===== src/rtl/capture_scheduler_if.sv =====
// capture_scheduler_if: groups the camera pixel stream, window configuration,
// tracker/store fetch handshake and the capture outputs of capture_scheduler.
// The i_skip input exists only when CAPTURE_DECIMATE_EN is defined.
interface capture_scheduler_if;
    logic        i_frame_start;
    logic        i_pix_valid;
    logic [11:0] i_x;
    logic [11:0] i_y;
    logic [9:0]  i_R;
    logic [9:0]  i_G;
    logic [9:0]  i_B;
    logic [11:0] i_win_x0;
    logic [11:0] i_win_y0;
    logic [3:0]  i_step;
    logic        i_buf_ok;
    logic        i_req;
`ifdef CAPTURE_DECIMATE_EN
    logic [3:0]  i_skip;
`endif
    logic        o_take;
    logic [9:0]  o_R;
    logic [9:0]  o_G;
    logic [9:0]  o_B;
    logic        o_fetch;
    logic        o_grant;
    logic        o_busy;
    logic [7:0]  o_frame_cnt;
    logic [7:0]  o_drop_cnt;

    // Source side: camera, configuration and tracker drive the inputs.
    modport master (
`ifdef CAPTURE_DECIMATE_EN
        output i_skip,
`endif
        output i_frame_start, i_pix_valid, i_x, i_y, i_R, i_G, i_B,
        output i_win_x0, i_win_y0, i_step, i_buf_ok, i_req,
        input  o_take, o_R, o_G, o_B, o_fetch, o_grant, o_busy,
        input  o_frame_cnt, o_drop_cnt
    );

    // Scheduler side.
    modport slave (
`ifdef CAPTURE_DECIMATE_EN
        input  i_skip,
`endif
        input  i_frame_start, i_pix_valid, i_x, i_y, i_R, i_G, i_B,
        input  i_win_x0, i_win_y0, i_step, i_buf_ok, i_req,
        output o_take, o_R, o_G, o_B, o_fetch, o_grant, o_busy,
        output o_frame_cnt, o_drop_cnt
    );
endinterface


===== src/rtl/capture_scheduler.sv =====
// capture_scheduler: samples a 16x16 window grid out of the camera pixel
// stream, guarantees 256 takes per capture (padding with black when a frame
// restarts early) and arbitrates tracker fetch requests against the store.
// Optional feature macro: CAPTURE_DECIMATE_EN (adds i_skip frame decimation).
module capture_scheduler #(
    parameter int IMG_W = 800,
    parameter int IMG_H = 600,
    parameter int WIN   = 16
) (
    input  logic                i_clk,
    input  logic                i_rst,
    capture_scheduler_if.slave  bus
);

    localparam logic [1:0] S_ARM     = 2'd0;
    localparam logic [1:0] S_CAPTURE = 2'd1;
    localparam logic [1:0] S_PAD     = 2'd2;

    localparam logic [0:0] F_IDLE = 1'b0;
    localparam logic [0:0] F_HOLD = 1'b1;

    localparam logic [7:0]  IDX_LAST = 8'(WIN * WIN - 1);
    localparam logic [11:0] X_MAX    = 12'(IMG_W - 1);
    localparam logic [11:0] Y_MAX    = 12'(IMG_H - 1);

    // Capture state; idx counts samples taken: [3:0] = col, [7:4] = row.
    logic [1:0]  state_q, state_d;
    logic [7:0]  idx_q, idx_d;
    logic [11:0] x0_q, x0_d;
    logic [11:0] y0_q, y0_d;
    logic [3:0]  step_q, step_d;
    logic        take_q, take_d;
    logic [9:0]  r_q, r_d, g_q, g_d, b_q, b_d;
    logic        busy_q, busy_d;
    logic [7:0]  frame_cnt_q, frame_cnt_d;
    logic [7:0]  drop_cnt_q, drop_cnt_d;
`ifdef CAPTURE_DECIMATE_EN
    logic [3:0]  skip_q, skip_d;
`endif

    // Fetch arbitration state.
    logic [0:0]  fstate_q, fstate_d;
    logic        fetch_q, fetch_d;

    // Window geometry derived from the live config, used only at capture start.
    logic [3:0]  step_eff;
    logic [11:0] span;
    logic [11:0] lim_x, lim_y;
    logic [11:0] clamp_x, clamp_y;
    logic        arm_start;
    logic        arm_hit;

    // Target pixel of the next sample inside the current capture.
    logic [11:0] tgt_x, tgt_y;
    logic        cap_hit;

    assign step_eff = (bus.i_step == 4'd0) ? 4'd1 : bus.i_step;
    assign span     = 12'(WIN - 1) * {8'd0, step_eff};
    assign lim_x    = X_MAX - span;
    assign lim_y    = Y_MAX - span;
    assign clamp_x  = (bus.i_win_x0 > lim_x) ? lim_x : bus.i_win_x0;
    assign clamp_y  = (bus.i_win_y0 > lim_y) ? lim_y : bus.i_win_y0;

    // Pixel (0,0) arrives with the start pulse, so the first grid point may
    // coincide with it when the window sits at the origin.
    assign arm_hit = bus.i_pix_valid && (bus.i_x == clamp_x) && (bus.i_y == clamp_y);

`ifdef CAPTURE_DECIMATE_EN
    assign arm_start = bus.i_frame_start && (skip_q == 4'd0);
`else
    assign arm_start = bus.i_frame_start;
`endif

    assign tgt_x   = x0_q + ({8'd0, idx_q[3:0]} * {8'd0, step_q});
    assign tgt_y   = y0_q + ({8'd0, idx_q[7:4]} * {8'd0, step_q});
    assign cap_hit = (state_q == S_CAPTURE) && bus.i_pix_valid &&
                     (bus.i_x == tgt_x) && (bus.i_y == tgt_y);

    // Capture FSM next-state, sample strobe and counters.
    always_comb begin
        // NOTE: every variable gets a default first so no path leaves it
        // unassigned, which would otherwise infer a latch.
        state_d     = state_q;
        idx_d       = idx_q;
        x0_d        = x0_q;
        y0_d        = y0_q;
        step_d      = step_q;
        take_d      = 1'b0;
        r_d         = 10'd0;
        g_d         = 10'd0;
        b_d         = 10'd0;
        frame_cnt_d = frame_cnt_q;
        drop_cnt_d  = drop_cnt_q;
`ifdef CAPTURE_DECIMATE_EN
        skip_d      = skip_q;
`endif
        case (state_q)
            S_ARM: begin
`ifdef CAPTURE_DECIMATE_EN
                if (bus.i_frame_start) begin
                    skip_d = (skip_q == 4'd0) ? bus.i_skip : skip_q - 4'd1;
                end
`endif
                if (arm_start) begin
                    x0_d    = clamp_x;
                    y0_d    = clamp_y;
                    step_d  = step_eff;
                    idx_d   = 8'd0;
                    state_d = S_CAPTURE;
                    if (arm_hit) begin
                        take_d = 1'b1;
                        r_d    = bus.i_R;
                        g_d    = bus.i_G;
                        b_d    = bus.i_B;
                        idx_d  = 8'd1;
                    end
                end
            end
            S_CAPTURE: begin
                if (cap_hit && idx_q == IDX_LAST) begin
                    // The final sample wins over a coincident start pulse.
                    take_d      = 1'b1;
                    r_d         = bus.i_R;
                    g_d         = bus.i_G;
                    b_d         = bus.i_B;
                    idx_d       = 8'd0;
                    frame_cnt_d = frame_cnt_q + 8'd1;
                    state_d     = S_ARM;
                end else if (bus.i_frame_start) begin
                    state_d = S_PAD;
                end else if (cap_hit) begin
                    take_d = 1'b1;
                    r_d    = bus.i_R;
                    g_d    = bus.i_G;
                    b_d    = bus.i_B;
                    idx_d  = idx_q + 8'd1;
                end
            end
            S_PAD: begin
                // Black takes back-to-back until the store has seen 256.
                take_d = 1'b1;
                if (idx_q == IDX_LAST) begin
                    idx_d   = 8'd0;
                    state_d = S_ARM;
                    if (drop_cnt_q != 8'hFF) begin
                        drop_cnt_d = drop_cnt_q + 8'd1;
                    end
                end else begin
                    idx_d = idx_q + 8'd1;
                end
            end
            default: begin
                state_d = S_ARM;
                idx_d   = 8'd0;
            end
        endcase
    end

    assign busy_d = (state_d != S_ARM);

    // Capture registers; reset aborts any capture without padding.
    always_ff @(posedge i_clk or posedge i_rst) begin
        if (i_rst) begin
            state_q     <= S_ARM;
            idx_q       <= 8'd0;
            x0_q        <= 12'd0;
            y0_q        <= 12'd0;
            step_q      <= 4'd1;
            take_q      <= 1'b0;
            r_q         <= 10'd0;
            g_q         <= 10'd0;
            b_q         <= 10'd0;
            busy_q      <= 1'b0;
            frame_cnt_q <= 8'd0;
            drop_cnt_q  <= 8'd0;
`ifdef CAPTURE_DECIMATE_EN
            skip_q      <= 4'd0;
`endif
        end else begin
            // NOTE: non-blocking assignments so every register samples the
            // pre-edge values regardless of statement order.
            state_q     <= state_d;
            idx_q       <= idx_d;
            x0_q        <= x0_d;
            y0_q        <= y0_d;
            step_q      <= step_d;
            take_q      <= take_d;
            r_q         <= r_d;
            g_q         <= g_d;
            b_q         <= b_d;
            busy_q      <= busy_d;
            frame_cnt_q <= frame_cnt_d;
            drop_cnt_q  <= drop_cnt_d;
`ifdef CAPTURE_DECIMATE_EN
            skip_q      <= skip_d;
`endif
        end
    end

    // Fetch FSM: one grant per request level, only while the store is full.
    always_comb begin
        fstate_d = fstate_q;
        fetch_d  = 1'b0;
        case (fstate_q)
            F_IDLE: begin
                if (bus.i_req && bus.i_buf_ok) begin
                    fetch_d  = 1'b1;
                    fstate_d = F_HOLD;
                end
            end
            F_HOLD: begin
                if (!bus.i_req) begin
                    fstate_d = F_IDLE;
                end
            end
            default: fstate_d = F_IDLE;
        endcase
    end

    // Fetch registers; fetch and grant are the same pulse.
    always_ff @(posedge i_clk or posedge i_rst) begin
        if (i_rst) begin
            fstate_q <= F_IDLE;
            fetch_q  <= 1'b0;
        end else begin
            fstate_q <= fstate_d;
            fetch_q  <= fetch_d;
        end
    end

    assign bus.o_take      = take_q;
    assign bus.o_R         = r_q;
    assign bus.o_G         = g_q;
    assign bus.o_B         = b_q;
    assign bus.o_busy      = busy_q;
    assign bus.o_frame_cnt = frame_cnt_q;
    assign bus.o_drop_cnt  = drop_cnt_q;
    assign bus.o_fetch     = fetch_q;
    assign bus.o_grant     = fetch_q;

endmodule


===== src/flat_wrapper.sv =====
// flat-port wrapper written by rule: the top's interface ports become plain ports
module capture_scheduler_flat 
#(
    parameter int IMG_W = 800,
    parameter int IMG_H = 600,
    parameter int WIN   = 16
)
  (i_clk, i_rst, bus_i_frame_start, bus_i_pix_valid, bus_i_x, bus_i_y, bus_i_R, bus_i_G, bus_i_B, bus_i_win_x0, bus_i_win_y0, bus_i_step, bus_i_buf_ok, bus_i_req, bus_o_take, bus_o_R, bus_o_G, bus_o_B, bus_o_fetch, bus_o_grant, bus_o_busy, bus_o_frame_cnt, bus_o_drop_cnt);
  capture_scheduler_if bus_i ();
  input  logic i_clk;
  input  logic i_rst;
  input wire logic [$bits(bus_i.i_frame_start)-1:0] bus_i_frame_start;
  input wire logic [$bits(bus_i.i_pix_valid)-1:0] bus_i_pix_valid;
  input wire logic [$bits(bus_i.i_x)-1:0] bus_i_x;
  input wire logic [$bits(bus_i.i_y)-1:0] bus_i_y;
  input wire logic [$bits(bus_i.i_R)-1:0] bus_i_R;
  input wire logic [$bits(bus_i.i_G)-1:0] bus_i_G;
  input wire logic [$bits(bus_i.i_B)-1:0] bus_i_B;
  input wire logic [$bits(bus_i.i_win_x0)-1:0] bus_i_win_x0;
  input wire logic [$bits(bus_i.i_win_y0)-1:0] bus_i_win_y0;
  input wire logic [$bits(bus_i.i_step)-1:0] bus_i_step;
  input wire logic [$bits(bus_i.i_buf_ok)-1:0] bus_i_buf_ok;
  input wire logic [$bits(bus_i.i_req)-1:0] bus_i_req;
  output wire logic [$bits(bus_i.o_take)-1:0] bus_o_take;
  output wire logic [$bits(bus_i.o_R)-1:0] bus_o_R;
  output wire logic [$bits(bus_i.o_G)-1:0] bus_o_G;
  output wire logic [$bits(bus_i.o_B)-1:0] bus_o_B;
  output wire logic [$bits(bus_i.o_fetch)-1:0] bus_o_fetch;
  output wire logic [$bits(bus_i.o_grant)-1:0] bus_o_grant;
  output wire logic [$bits(bus_i.o_busy)-1:0] bus_o_busy;
  output wire logic [$bits(bus_i.o_frame_cnt)-1:0] bus_o_frame_cnt;
  output wire logic [$bits(bus_i.o_drop_cnt)-1:0] bus_o_drop_cnt;
  assign bus_i.i_frame_start = bus_i_frame_start;
  assign bus_i.i_pix_valid = bus_i_pix_valid;
  assign bus_i.i_x = bus_i_x;
  assign bus_i.i_y = bus_i_y;
  assign bus_i.i_R = bus_i_R;
  assign bus_i.i_G = bus_i_G;
  assign bus_i.i_B = bus_i_B;
  assign bus_i.i_win_x0 = bus_i_win_x0;
  assign bus_i.i_win_y0 = bus_i_win_y0;
  assign bus_i.i_step = bus_i_step;
  assign bus_i.i_buf_ok = bus_i_buf_ok;
  assign bus_i.i_req = bus_i_req;
  assign bus_o_take = bus_i.o_take;
  assign bus_o_R = bus_i.o_R;
  assign bus_o_G = bus_i.o_G;
  assign bus_o_B = bus_i.o_B;
  assign bus_o_fetch = bus_i.o_fetch;
  assign bus_o_grant = bus_i.o_grant;
  assign bus_o_busy = bus_i.o_busy;
  assign bus_o_frame_cnt = bus_i.o_frame_cnt;
  assign bus_o_drop_cnt = bus_i.o_drop_cnt;
  capture_scheduler #(.IMG_W(IMG_W), .IMG_H(IMG_H), .WIN(WIN)) u_core (.i_clk(i_clk), .i_rst(i_rst), .bus(bus_i));
endmodule

===== config.mk =====
export PLATFORM = sky130hd
export DESIGN_NAME = capture_scheduler_flat
export DESIGN_NICKNAME = d
export VERILOG_FILES = /design/src/rtl/capture_scheduler_if.sv /design/src/rtl/capture_scheduler.sv /design/src/flat_wrapper.sv
export SDC_FILE = /design/constraint.sdc
export NUM_CORES = 1
export LEC_CHECK = 0
export CORE_ASPECT_RATIO = 0.9
export CORE_UTILIZATION = 55
export DETAILED_ROUTE_END_ITERATION = 8
export HOLD_SLACK_MARGIN = 0.12
export PLACE_DENSITY_LB_ADDON = 0.08
export SYNTH_ARGS = -nofsm -noshare
export SYNTH_HDL_FRONTEND = slang
export SYNTH_SLANG_ARGS = --single-unit
export TNS_END_PERCENT = 30

===== constraint.sdc =====
create_clock -name i_clk -period 9.5 [get_ports i_clk]
set_input_delay 0.95 -clock i_clk [delete_from_list [all_inputs] [get_ports i_clk]]
set_output_delay 0.95 -clock i_clk [all_outputs]
set_load 0.02 [all_outputs]

==> results list, run 1 <==
* Result of the run: completed
* Antenna violations before repair: 0
- During synthesis, Yosys emitted a total of 0 warnings.
- Crit path capture type: flop
* Switching share of total power: 43.4%
- First-pass GRT wire length: 34500 µm
* Static power due to leakage: 0.00431 µW
* Type of the worst setup path: in -> reg
- Entering global routing, the biggest net connects 89 pins.
* Post-CTS clock slew at the launch and capture registers of the worst setup and hold paths: around 0.07 ns
* Number of optimization iterations in the first detailed-route pass: 6
- The worst register-to-register path has a depth of 16.
- Summed over all nets, the half-perimeter wirelength after detailed placement is 16900 µm.
- The die is 113 µm tall.
- Initial core utilization: ~56%
- Standard-cell row count: 40
- The hold violation count in the final report is 0.
- Tracing the worst setup path back leads to its startpoint at bus_i_step[2].
- Cells fill a little over two thirds of the core in the end.
* Layout Skew: slightly below 0.009 ns
* WP data required: 9.78 ns
* Seq/Total Area, Yosys: 29.5%
- Summing every instance area after synthesis gives 0.00746 mm².
- For the finished layout, the period the worst path requires is around 8.4 ns.
- GRT overflow: 0
* Most prevalent standard cell on the critical path: sky130_fd_sc_hd__ha_1
- Core box area: between 0.01 and 0.015 mm²
* Part of the total power dissipated in combinational logic: about half
* R2R Path Start: u_core.step_q[3]$_DFFE_PP0P_
- Crit Reg-Reg Endpoint: u_core.bus.o_R[7]$_DFF_PP0_
- RSZ-0062 raised after global routing: no
- At the pin with the least slew margin, the transition time is 1.10 ns.
- At the later pin of the worst-skew pair, clock insertion delay measures between 0.3 and 0.4 ns.
* Design internal power: ~1100 µW
* Net switching component of the power: 819 µW
* Power per standard cell area: 202 mW/mm²
- Largest fanout on the critical path: 31
* Setup Total Neg Slack: 0 ns
- The H-tree was split into 3 levels.
- Post-CTS setup buffer count: 0
* Final wirelength: 21100 µm
- Number of clock sinks seen by CTS: 88
- Count of antenna diodes in the layout: 0
- Gates resized during post-CTS repair numbered 0.
* Fin crit share: between 80% and 90%
- The worst-case IR drop observed on VDD is 0.000104 V.
- Setup violations remaining at the end of the flow were counted as 0.
* CTS tree: built
* Maximum Capacitance Violations: 0
* Number of enable flip-flop cells after synthesis: 0
- The congestion estimate from routability-driven global placement came to 0.967.
* Fraction of final layout cells with drive strength greater than 1: between 4 and 5%
- Dividing the detail-routed via count by the number of cells gives 5.97.
- Following the worst setup path forward leads to its endpoint at u_core.bus.o_R[7]$_DFF_PP0_.
- Derived from the worst setup path, the maximum achievable clock frequency is 0.119 GHz.
- For this run, the leading register cell type out of synthesis is sky130_fd_sc_hd__dfrtp_1.
* Post-layout nets: about 1200
- Headroom to the max-slew limit came out at 26.6%.
* Clock Path Buffers: 2
- IO Port Bufs: 137
* Routed via count: 6833
* Detailed router's first-iteration violation count: 584
* Mean Syn Cell Area: 8.92 µm²
- Type of the tightest min-delay check: reg -> reg
- In this run, distinct cell masters in the synthesized netlist total 70.
- Horizontal extent of the die: 125 µm
- STA classifies the critical path startpoint as a primary input.
- Arrival time at the worst endpoint: about 8.7 ns
- Once detail routing completed, the nets flagged for antenna violations numbered 0.
- In the routed design, unresolved DRC markers number 0.
- Synthesis produced 837 cells.
- Setup slack on the worst flop-to-flop path: around 3.3 ns
- Post-synth net total: 1019
- Number of buffers inserted for hold repair after clock tree synthesis: 0
- Global routing consumed, over all layers together, 31.0% of the routing resources.
- Fraction of synthesis flops using an asynchronous set or reset pin: 100%
- In this run, synthesis produced a sequential element count of slightly below 90.
- Number of buffers created by CTS: 9
- The final count of pins violating max slew was 0.
- Routed wire length per instance: 18.4 µm
- Cell type of the slowest stage on the worst timing path: sky130_fd_sc_hd__a41o_1
- Number of global-route vias before repair: 6901
- The tree is rooted in a sky130_fd_sc_hd__clkbuf_16.
- Min-delay src: u_core.fstate_q$_DFF_PP0_
- Delay of the slowest cell on the worst path: 0.79 ns
- Hold Worst Slack: 0.440 ns
- Per report_power, the clock group accounts for between 20% and 30% of the total.
- Fraction of power consumed by sequential logic: 27.7%
- between 100 and 150 I/O pins were placed.
* Die area: 0.0140 mm²
- The filler cells instantiated in the layout total 1025.
- The area growth from synthesis to layout is 25.1%.
==> final cells by class <==
type | count | area [µm²] | area share, %
Sequential cell | 88 | 2200 | 23.6
Timing Repair Buffer | 142 | 1410 | 15.1
Tap cell | 168 | 210 | 2.25
Multi-Input combinational cell | 642 | 4850 | 52.0
Clock buffer | 9 | 225 | 2.41
Clock inverter | 7 | 108 | 1.15
Inverter | 88 | 332 | 3.55
==> layout by cell type (no fill, tap or decap), types with 3 or more instances in the layout <==
cell type                         instances
sky130_fd_sc_hd__o31ai_1                  3
sky130_fd_sc_hd__o211ai_1                22
sky130_fd_sc_hd__nand2b_1                13
sky130_fd_sc_hd__ha_1                    72
sky130_fd_sc_hd__a21o_1                  11
sky130_fd_sc_hd__nand3_1                 14
sky130_fd_sc_hd__or3_1                    5
sky130_fd_sc_hd__o21ai_0                 38
sky130_fd_sc_hd__or4_1                    7
sky130_fd_sc_hd__nor4_1                   4
sky130_fd_sc_hd__mux2i_1                  7
sky130_fd_sc_hd__xnor2_1                 44
sky130_fd_sc_hd__and2_1                  69
sky130_fd_sc_hd__o22ai_1                  6
sky130_fd_sc_hd__and3_1                   9
sky130_fd_sc_hd__buf_4                    5
sky130_fd_sc_hd__a221oi_1                 4
sky130_fd_sc_hd__nor2_1                  40
sky130_fd_sc_hd__or2_2                    6
sky130_fd_sc_hd__clkdlybuf4s50_1        137
sky130_fd_sc_hd__a2111oi_0                3
sky130_fd_sc_hd__a21oi_1                 41
sky130_fd_sc_hd__inv_1                   87
sky130_fd_sc_hd__dfrtp_1                 87
sky130_fd_sc_hd__a311oi_1                 3
sky130_fd_sc_hd__clkbuf_16                9
sky130_fd_sc_hd__nand4_1                 18
sky130_fd_sc_hd__a31oi_1                  7
sky130_fd_sc_hd__nor3_1                  12
sky130_fd_sc_hd__xor2_1                  24
sky130_fd_sc_hd__o2111ai_1                5
sky130_fd_sc_hd__nand2_1                 56
sky130_fd_sc_hd__a211oi_1                 8
sky130_fd_sc_hd__mux2_2                   4
sky130_fd_sc_hd__nor2b_1                 15
sky130_fd_sc_hd__fa_1                    22
sky130_fd_sc_hd__o21a_1                   7
==> how the worst min path moves through the flow <==
stage                                         to  slack [ns]  cells after the start
finish              u_core.bus.o_fetch$_DFF_PP0_        0.44                      1
global route        u_core.bus.o_fetch$_DFF_PP0_        0.46                      1
CTS                 u_core.bus.o_fetch$_DFF_PP0_        0.44                      1
detailed placement  u_core.bus.o_fetch$_DFF_PP0_        0.43                      1
global placement    u_core.bus.o_fetch$_DFF_PP0_        0.41                      1
floorplan           u_core.bus.o_fetch$_DFF_PP0_        0.40                      1
==> power groups by stage <==
stage | registers [µW] | logic [µW] | clock network, µW
after floorplan | 489 | 687 | 0
after global placement | 525 | 914 | 0
after detailed placement | 527 | 942 | 0
after CTS | 520 | 951 | 402
after global routing | 531 | 1070 | 420
final | 523 | 965 | 400
==> critical path, delay by kind of cell <==
kind	cells	cell delay, ns
AO/OA/AOI/OAI	7	2.10
AND/OR/NAND/NOR	10	1.77
adder cells (fa/ha/maj)	6	1.75
buffers and inverters	6	1.17
XOR/XNOR	2	0.57
multiplexers	1	0.35
==> kinds of logic after synthesis <==
logic type	share of synthesized area [%]
buf+inv	5.46
xor+xnor	8.28
simple gates	20.5
flops	29.5
compound gates	16.7
fa+ha+maj	18.0
mux	1.54
==> cell usage after synthesis (all sizes together) (4+ instances only) <==
library cell | instances | area (µm²)
a221oi | 4 | 35.0
or4 | 7 | 52.6
nor3 | 12 | 60.1
and3 | 9 | 56.3
nor2 | 41 | 156
o211ai | 22 | 165
a31oi | 7 | 43.8
nand2 | 56 | 210
o22ai | 6 | 37.5
nor2b | 15 | 93.8
ha | 72 | 901
xnor2 | 44 | 385
xor2 | 24 | 210
mux2 | 4 | 45.0
nand4 | 18 | 113
clkbuf | 15 | 56.3
o21ai | 39 | 199
dfrtp | 87 | 2180
nand2b | 13 | 81.3
and2 | 70 | 438
inv | 88 | 330
mux2i | 7 | 70.1
a21o | 11 | 82.6
o2111ai | 5 | 43.8
or3 | 6 | 38.8
nand3 | 14 | 70.1
a211oi | 8 | 60.1
a21oi | 42 | 214
or2 | 6 | 37.5
o21a | 7 | 52.6
buf | 4 | 21.3
nor4 | 5 | 37.5
fa | 22 | 440
==> per-layer routing <==
layer  share of wire (%)  global-route usage, %
met5                   0                      0
met4                 2.1                   8.07
met3                 8.6                   6.10
met2                  46                   50.6
met1                  43                   42.3
==> metrics by stage <==
step / area (µm²) / std cells / power, µW / setup slack [ns]
floorplan: 7460 / 837 / 1180 / 2.54
global placement: 9010 / 1128 / 1440 / 1.08
detailed placement: 9010 / 1128 / 1470 / 0.759
CTS: 9340 / 1144 / 1870 / 1.11
global route: 9340 / 1144 / 2020 / 0.431
finish: 9340 / 1144 / 1890 / 1.10
==> registers in the layout (all words and copies together) (netlist names), 2 cells and up <==
signal and cells:
u_core.bus.o_frame_cnt 8, u_core.y0_q 12, u_core.bus.o_R 10, u_core.state_q 2, u_core.step_q 4, u_core.x0_q 12, u_core.bus.o_G 10, u_core.bus.o_drop_cnt 8
u_core.idx_q 8, u_core.bus.o_B 10
(Power assumes the default switching activity.)
==> run 2, diff against run 1 <==
Settings changed: CORE_MARGIN set to 5, GPL_TIMING_DRIVEN set to 0.
==> results list, run 2 (synthesis gave the netlist of run 1 again) <==
- The maximum fanout count along the critical path came to 10 (was 31).
- The detailed-route vias per instance was 5.75 (was 5.97).
- The leading cell type in the layout, fill and taps excluded is sky130_fd_sc_hd__clkdlybuf4s50_1 (unchanged).
- The core area was 0.0133 mm² (unchanged).
- The number of buffers created by CTS was 9 (unchanged).
- GR met2 Demand/Resource: 39.8% (was 50.6%)
- The worst setup path category is in -> reg (unchanged).
- The number of max-cap violations came to 0 (unchanged).
- The count of nets left with antenna violations after detail routing is 0 (unchanged).
- Final wirelength: 20500 µm (was 21100 µm)
- Crit path capture type: flop (unchanged)
- RSZ-0062 raised after global routing: no (unchanged)
- Cell type of the slowest stage on the worst timing path: sky130_fd_sc_hd__clkdlybuf4s50_1 (was sky130_fd_sc_hd__a41o_1)
* Worst rel slew slack: 37.4% (was 26.6%)
- The antenna diode count is 0 (unchanged).
- The number of gates given a new drive strength after cts came to 0 (unchanged).
- IO Port Bufs: 137 (unchanged)
- The number of search-and-repair iterations in the first detailed-routing pass was 5 (was 6).
* Number of buffers inserted for hold repair after clock tree synthesis: 0 (unchanged)
* Met1 GRT Util: 35.8% (was 42.3%)
* Layer carrying the most global-route usage: met2 (unchanged)
* First-pass GRT wire length: 32400 µm (was 34500 µm)
- Pin count of the biggest net entering global routing: 71 (was 89)
- Initial core utilization: 56.1% (unchanged)
* Top flop regs: u_core.x0_q (12), u_core.y0_q (12) (unchanged)
* Final weighted congestion of routability-driven global placement: 0.981 (was 0.967)
- Result of the run: completed (unchanged)
* Static power due to leakage: 0.00431 µW (about the same)
- The wire length per cell after detailed routing came to 17.7 µm (was 18.4 µm).
- The total number of placement rows was 40 (unchanged).
- The maximum cell stage delay along the critical path was 0.59 ns (was 0.79 ns).
* Power per standard cell area: 195 mW/mm² (was 202 mW/mm²)
- Arrival time at the worst endpoint: 9.03 ns (was 8.68 ns)
* Final setup viols: 0 (unchanged)
- The share of the clock period used by the worst path after layout was 92.1% (was 88.5%).
- The total clock sinks is 88 (unchanged).
* Routed via count: 6660 (was 6833)
- Clock Path Buffers: 2 (unchanged)
- The final count of pins violating max slew was 0 (unchanged).
* H-tree depth reported by CTS: 3 (unchanged)
- Highest Clock Rate: 0.114 GHz (was 0.119 GHz)
- The startpoint type of the worst setup path is a primary input (unchanged).
- The data required time of the worst path came to 9.78 ns (about the same).
- Transition at the pin with the smallest max-transition slack: 0.935 ns (was 1.10 ns)
* Type of the tightest min-delay check: reg -> reg (unchanged)
* Layout Skew: 0.00872 ns (was 0.00865 ns)
- The layout cell share with drive strength beyond 1 is 4.14% (was 4.20%).
- The number of buffers inserted by post-CTS setup repair came to 0 (unchanged).
- Detailed-placement wirelength estimate: 16700 µm (was 16900 µm)
- Final number of hold-violating endpoints: 0 (unchanged)
- The x dimension of the die is 133 µm (was 125 µm).
- Detailed router's first-iteration violation count: 575 (was 584)
- The peak supply drop came to 0.000123 V (was 0.000104 V).
- Post-layout nets: 1168 (was 1153)
* I/O pins: 138 (unchanged)
* Met3 usage: 6.28% (was 6.10%)
* Period minus WS final: 8.75 ns (was 8.40 ns)
* Top library cells by usage in the layout, fill and taps aside: 137 x sky130_fd_sc_hd__clkdlybuf4s50_1, 87 x sky130_fd_sc_hd__inv_1, 87 x sky130_fd_sc_hd__dfrtp_1 (unchanged)
* Clock Latency Late Sink: 0.35 ns (was 0.34 ns)
- Cell at the root of the clock tree: sky130_fd_sc_hd__clkbuf_16 (unchanged)
* Post-placement cell count: 1143 (was 1128)
- Post-CTS clock slew at the launch and capture registers of the worst setup and hold paths: 0.07 ns (about the same)
- The die footprint was 0.0160 mm² (was 0.0140 mm²).
- Non-filler instance count after layout: 1159 (was 1144)
- GRT overflow: 0 (unchanged)
- The layout overhead on the synthesized area is 25.4% (was 25.1%).
- The number of global-route vias before repair came to 6371 (was 6901).
- Die height: 121 µm (was 113 µm)
* Total of fill cells in the finished design: 1126 (was 1025)
* CTS tree: built (unchanged)
* Setup Total Neg Slack: 0 ns (unchanged)
- Most prevalent standard cell on the critical path: sky130_fd_sc_hd__ha_1 (unchanged)
- The number of antenna violations at the first check in global routing is 0 (unchanged).
- The number of DRC violations after detailed routing is 0 (unchanged).
* All-layer global routing usage: 25.4% (was 31.0%)
[run 2: power by group]
part	total, µW	switching [µW]	internal (µW)
registers	514	74.2	440
logic	972	578	394
clock network	340	159	181
[run 2: worst max-delay path: cells and delay by family]
family	cells	cell delay [ns]
AOI/OAI and AO/OA	7	2.17
xor gates and xnor gates	2	0.64
adders and majority gates	6	1.78
buffers and inverters	6	1.23
muxes	1	0.40
and+or+nand+nor	10	1.84
[run 2: layer usage]
layer | up-vias | routed length, µm
met5 | - | 0
met3 | 22 | 1690
li1 | 3233 | -
met1 | 3159 | 9190
met2 | 246 | 9310
met4 | 0 | 289
[run 2: cell type report]
| cell class | count | area [µm²] | share of cell area, % |
|---|---|---|---|
| tap | 168 | 210 | 2.25 |
| inverter | 88 | 333 | 3.56 |
| clock inverter | 7 | 55.1 | 0.588 |
| clock buffer | 9 | 225 | 2.41 |
| timing repair buffer | 138 | 1400 | 14.9 |
| multi-input combinational | 642 | 4860 | 51.9 |
| sequential | 88 | 2200 | 23.5 |
| buffer | 19 | 77.6 | 0.829 |
[run 2: path summary, 6_finish.rpt]
kind,startpoint,endpoint,slack (ns),depth (start not counted)
setup / recovery,bus_i_step[2],u_core.bus.o_B[1]$_DFF_PP0_,0.75,32
hold / removal,u_core.fstate_q$_DFF_PP0_,u_core.bus.o_fetch$_DFF_PP0_,0.44,1
setup reg to reg,u_core.step_q[3]$_DFFE_PP0P_,u_core.bus.o_B[1]$_DFF_PP0_,3.69,17
hold reg to reg,u_core.fstate_q$_DFF_PP0_,u_core.bus.o_fetch$_DFF_PP0_,0.44,1
max in group asynchronous,i_rst,u_core.step_q[0]$_DFFE_PP1P_,7.96,3
min in group asynchronous,i_rst,u_core.bus.o_G[7]$_DFF_PP0_,0.89,2
[run 2: per-stage QoR]
step | power (µW) | worst slack [ns] | instance area [µm²] | utilization [%] | hold slack [ns]
5_1_grt | 1960 | 0.0717 | 9360 | 70.3 | 0.460
3_5_place_dp | 1480 | 0.370 | 9080 | 68.2 | 0.434
6_report | 1830 | 0.753 | 9360 | 70.3 | 0.439
4_1_cts | 1820 | 0.722 | 9360 | 70.3 | 0.443
2_1_floorplan | 1180 | 2.54 | 7460 | - | 0.402
3_3_place_gp | 1460 | 0.463 | 9050 | 68.0 | 0.405
==> run 3, diff against run 2 <==
Settings changed: CORE_MARGIN 5 to 2, SLEW_MARGIN set to 20.
Clock period 9.5 ns to 10.1 ns, I/O delays scaled along.
==> results list, run 3 (synthesis gave the netlist of run 1 again) <==
* Design internal power: 959 µW (was 1010 µW)
- Hold Worst Slack: 0.433 ns (was 0.439 ns)
* Result of the run: completed (unchanged)
* Min-delay src: u_core.fstate_q$_DFF_PP0_ (unchanged)
- Wire length on met3: 1780 µm (was 1690 µm)
- Layout overhead on the synthesized area: 25.6% (was 25.4%)
- The leading cell type in the layout, fill and taps excluded is sky130_fd_sc_hd__clkdlybuf4s50_1 (unchanged).
* Delay of the slowest cell on the worst path: 0.73 ns (was 0.59 ns)
* Top flop regs: u_core.x0_q (12), u_core.y0_q (12) (unchanged)
- Maximum Capacitance Violations: 0 (unchanged)
* Number of optimization iterations in the first detailed-route pass: 7 (was 5)
- The sequential share of power was 27.8% (was 28.2%).
- The total clock sinks is 88 (unchanged).
* Cell type of the slowest stage on the worst timing path: sky130_fd_sc_hd__nor2_1 (was sky130_fd_sc_hd__clkdlybuf4s50_1)
* All-layer global routing usage: 28.9% (was 25.4%)
- Met2 Routed Length: 8900 µm (was 9310 µm)
* Switching share of total power: 44.7% (was 44.4%)
- Derived from the worst setup path, the maximum achievable clock frequency is 0.113 GHz.
- The cell repeated most along the worst path was sky130_fd_sc_hd__ha_1 (unchanged).
- The global-route wire length before repair is 32900 µm (was 32400 µm).
- WP data required: 10.38 ns (was 9.78 ns)
- The number of global-route vias before repair came to 6527 (was 6371).
- Setup WS pre-CTS: 0.948 ns (was 0.370 ns)
- The final count of pins violating max slew was 0 (unchanged).
* R2R Path Start: u_core.step_q[3]$_DFFE_PP0P_ (unchanged)
- The maximum number of pins on one net before global-route repair came to 47 (was 71).
* Net switching component of the power: 774 µW (was 811 µW)
* Total of fill cells in the finished design: 1122 (was 1126)
* Detailed-placement wirelength estimate: 16100 µm (was 16700 µm)
- The violation count after the first detailed-routing iteration was 441 (was 575).
* I/O pins: 138 (unchanged)
- The clock network latency to the later pin of the worst-skew pair came to 0.35 ns (about the same).
- The worst min-delay path endpoint is u_core.bus.o_fetch$_DFF_PP0_ (unchanged).
* Horizontal extent of the die: 127 µm (was 133 µm)
- Worst rel slew slack: 35.7% (was 37.4%)
- The vertical die dimension came to 115 µm (was 121 µm).
- DRC violation count after routing: 0 (unchanged)
- The capture instance of the worst register-to-register path is u_core.bus.o_G[8]$_DFF_PP0_ (was u_core.bus.o_B[1]$_DFF_PP0_).
* Final number of hold-violating endpoints: 0 (unchanged)
- The maximum fanout count along the critical path was 10 (unchanged).
- The count of nets left with antenna violations after detail routing is 0 (unchanged).
- Top library cells by usage in the layout, fill and taps aside: 137 x sky130_fd_sc_hd__clkdlybuf4s50_1, 87 x sky130_fd_sc_hd__inv_1, 87 x sky130_fd_sc_hd__dfrtp_1 (unchanged)
* Fraction of final layout cells with drive strength greater than 1: 4.04% (was 4.14%)
- Part of the total power dissipated in combinational logic: 52.9% (was 53.2%)
* Routed via count: 6723 (was 6660)
- The die footprint is 0.0145 mm² (was 0.0160 mm²).
- The clock share of power was 19.2% (was 18.6%).
- Standard-cell row count: 40 (unchanged)
- Period minus WS final: 8.84 ns
- Initial core utilization: 56.1% (unchanged)
* Setup Total Neg Slack: 0 ns (unchanged)
- Setup slack on the worst flop-to-flop path: 4.30 ns (was 3.69 ns)
* Power per standard cell area: 185 mW/mm² (was 195 mW/mm²)
* Type of the worst setup path: in -> reg (unchanged)
- The worst reg2reg path depth came to 17 (unchanged).
- Hold depth: 1 (unchanged)
* H-tree depth reported by CTS: 3 (unchanged)
- Type of the tightest min-delay check: reg -> reg (unchanged)
- Post-CTS clock slew at the launch and capture registers of the worst setup and hold paths: 0.07 ns (about the same)
- The met1 layer wirelength in the final routing came to 9170 µm (was 9190 µm).
- The slew at the pin closest to its max-slew limit is 0.961 ns (was 0.935 ns).
* Post-placement cell count: 1143 (unchanged)
* Arrival time at the worst endpoint: 9.12 ns (was 9.03 ns)
- The antenna diode count came to 0 (unchanged).
- The wire length per cell after detailed routing was 17.5 µm (was 17.7 µm).
* Number of buffers created by CTS: 9 (unchanged)
- Number of buffers inserted for hold repair after clock tree synthesis: 0 (unchanged)
- The core area is 0.0133 mm² (unchanged).
- The maximum buffer depth of the clock tree came to 2 (unchanged).
- RSZ-0062 raised after global routing: no (unchanged)
- Antenna violations before repair: 0 (unchanged)
- Final setup viols: 0 (unchanged)
* Layout Skew: 0.00932 ns (was 0.00872 ns)
- IO Port Bufs: 137 (unchanged)
* Category of the worst setup path launch point: primary input (unchanged)
- The category of the worst setup path capture point is a flop (unchanged).
* Post-layout nets: 1168 (unchanged)
- The library cell used as clock root buffer was sky130_fd_sc_hd__clkbuf_16 (unchanged).
- The weighted congestion at the end of routability-driven global placement came to 0.977 (was 0.981).
- The number of non-filler instances in the completed layout is 1159 (unchanged).
- GRT overflow: 0 (unchanged)
- Setup slack after layout: 1.26 ns (was 0.753 ns)
- The CTS tree is built (unchanged).
- Resized cells post-CTS: 0 (unchanged)
* Final wirelength: 20200 µm (was 20500 µm)
- The detailed-route vias per instance came to 5.80 (was 5.75).
- Static power due to leakage: 0.00431 µW (about the same)
- The uppermost layer routed was met4 (unchanged).
* Fin crit share: 87.5%
* Worst IR Drop VDD: 0.000102 V (was 0.000123 V)
- Post-CTS setup buffer count: 0 (unchanged)
run 3: cell types whose count changed in the layout (fill, tap and decap cells not counted):
cell,change
sky130_fd_sc_hd__clkinv_2,-2
sky130_fd_sc_hd__inv_8,+2
sky130_fd_sc_hd__clkinv_4,-1
sky130_fd_sc_hd__clkinv_8,+1
sky130_fd_sc_hd__clkinvlp_4,+1
sky130_fd_sc_hd__inv_6,-1
sky130_fd_sc_hd__nor2_1,+1
sky130_fd_sc_hd__nor2_2,-1
run 3: layout make-up:
class,instances,area (µm²),area share (%)
Sequential cell,88,2200,23.5
Buffer,19,77.6,0.827
Tap cell,168,210,2.24
Multi-Input combinational cell,642,4850,51.8
Clock buffer,9,225,2.40
Inverter,88,333,3.55
Timing Repair Buffer,138,1400,14.9
Clock inverter,7,73.8,0.787
run 3: layer usage:
metal | GRT usage [%] | up-vias
met2 | 45.4 | 287
met5 | 0 | -
met3 | 7.24 | 35
met1 | 40.2 | 3166
met4 | 7.40 | 0
li1 | - | 3235
run 3: worst max-delay path by stage:
stage	start	slack [ns]	depth (start not counted)	to
after floorplan	bus_i_step[2]	3.08	31	u_core.bus.o_B[0]$_DFF_PP0_
after global placement	bus_i_step[2]	0.94	29	u_core.bus.o_G[8]$_DFF_PP0_
after detailed placement	bus_i_step[2]	0.95	29	u_core.bus.o_G[8]$_DFF_PP0_
after CTS	bus_i_step[2]	1.29	29	u_core.bus.o_G[8]$_DFF_PP0_
after global routing	bus_i_step[2]	0.51	29	u_core.bus.o_R[8]$_DFF_PP0_
final	bus_i_step[2]	1.26	29	u_core.bus.o_G[8]$_DFF_PP0_
run 3: per-stage QoR:
stage,utilization [%],total power (µW),cell area [µm²]
after CTS,70.4,1720,9380
after global placement,68.0,1370,9050
after floorplan,-,1110,7460
final,70.4,1730,9380
after detailed placement,68.2,1380,9080
after global routing,70.4,1870,9380
run 3: power groups by stage:
stage | clock (µW) | combinational, µW | sequential (µW)
after global routing | 354 | 1030 | 491
after global placement | 0 | 881 | 489
after floorplan | 0 | 646 | 460
after CTS | 338 | 904 | 482
after detailed placement | 0 | 896 | 489
final | 333 | 917 | 482
run 3: worst max-delay path: cells and delay by family:
kind / cells / cell delay, ns
AO/OA/AOI/OAI: 7 / 2.36
AND/OR/NAND/NOR: 9 / 2.13
buffers and inverters: 5 / 1.17
adder cells (fa/ha/maj): 5 / 1.59
XOR/XNOR: 2 / 0.63
multiplexers: 1 / 0.24
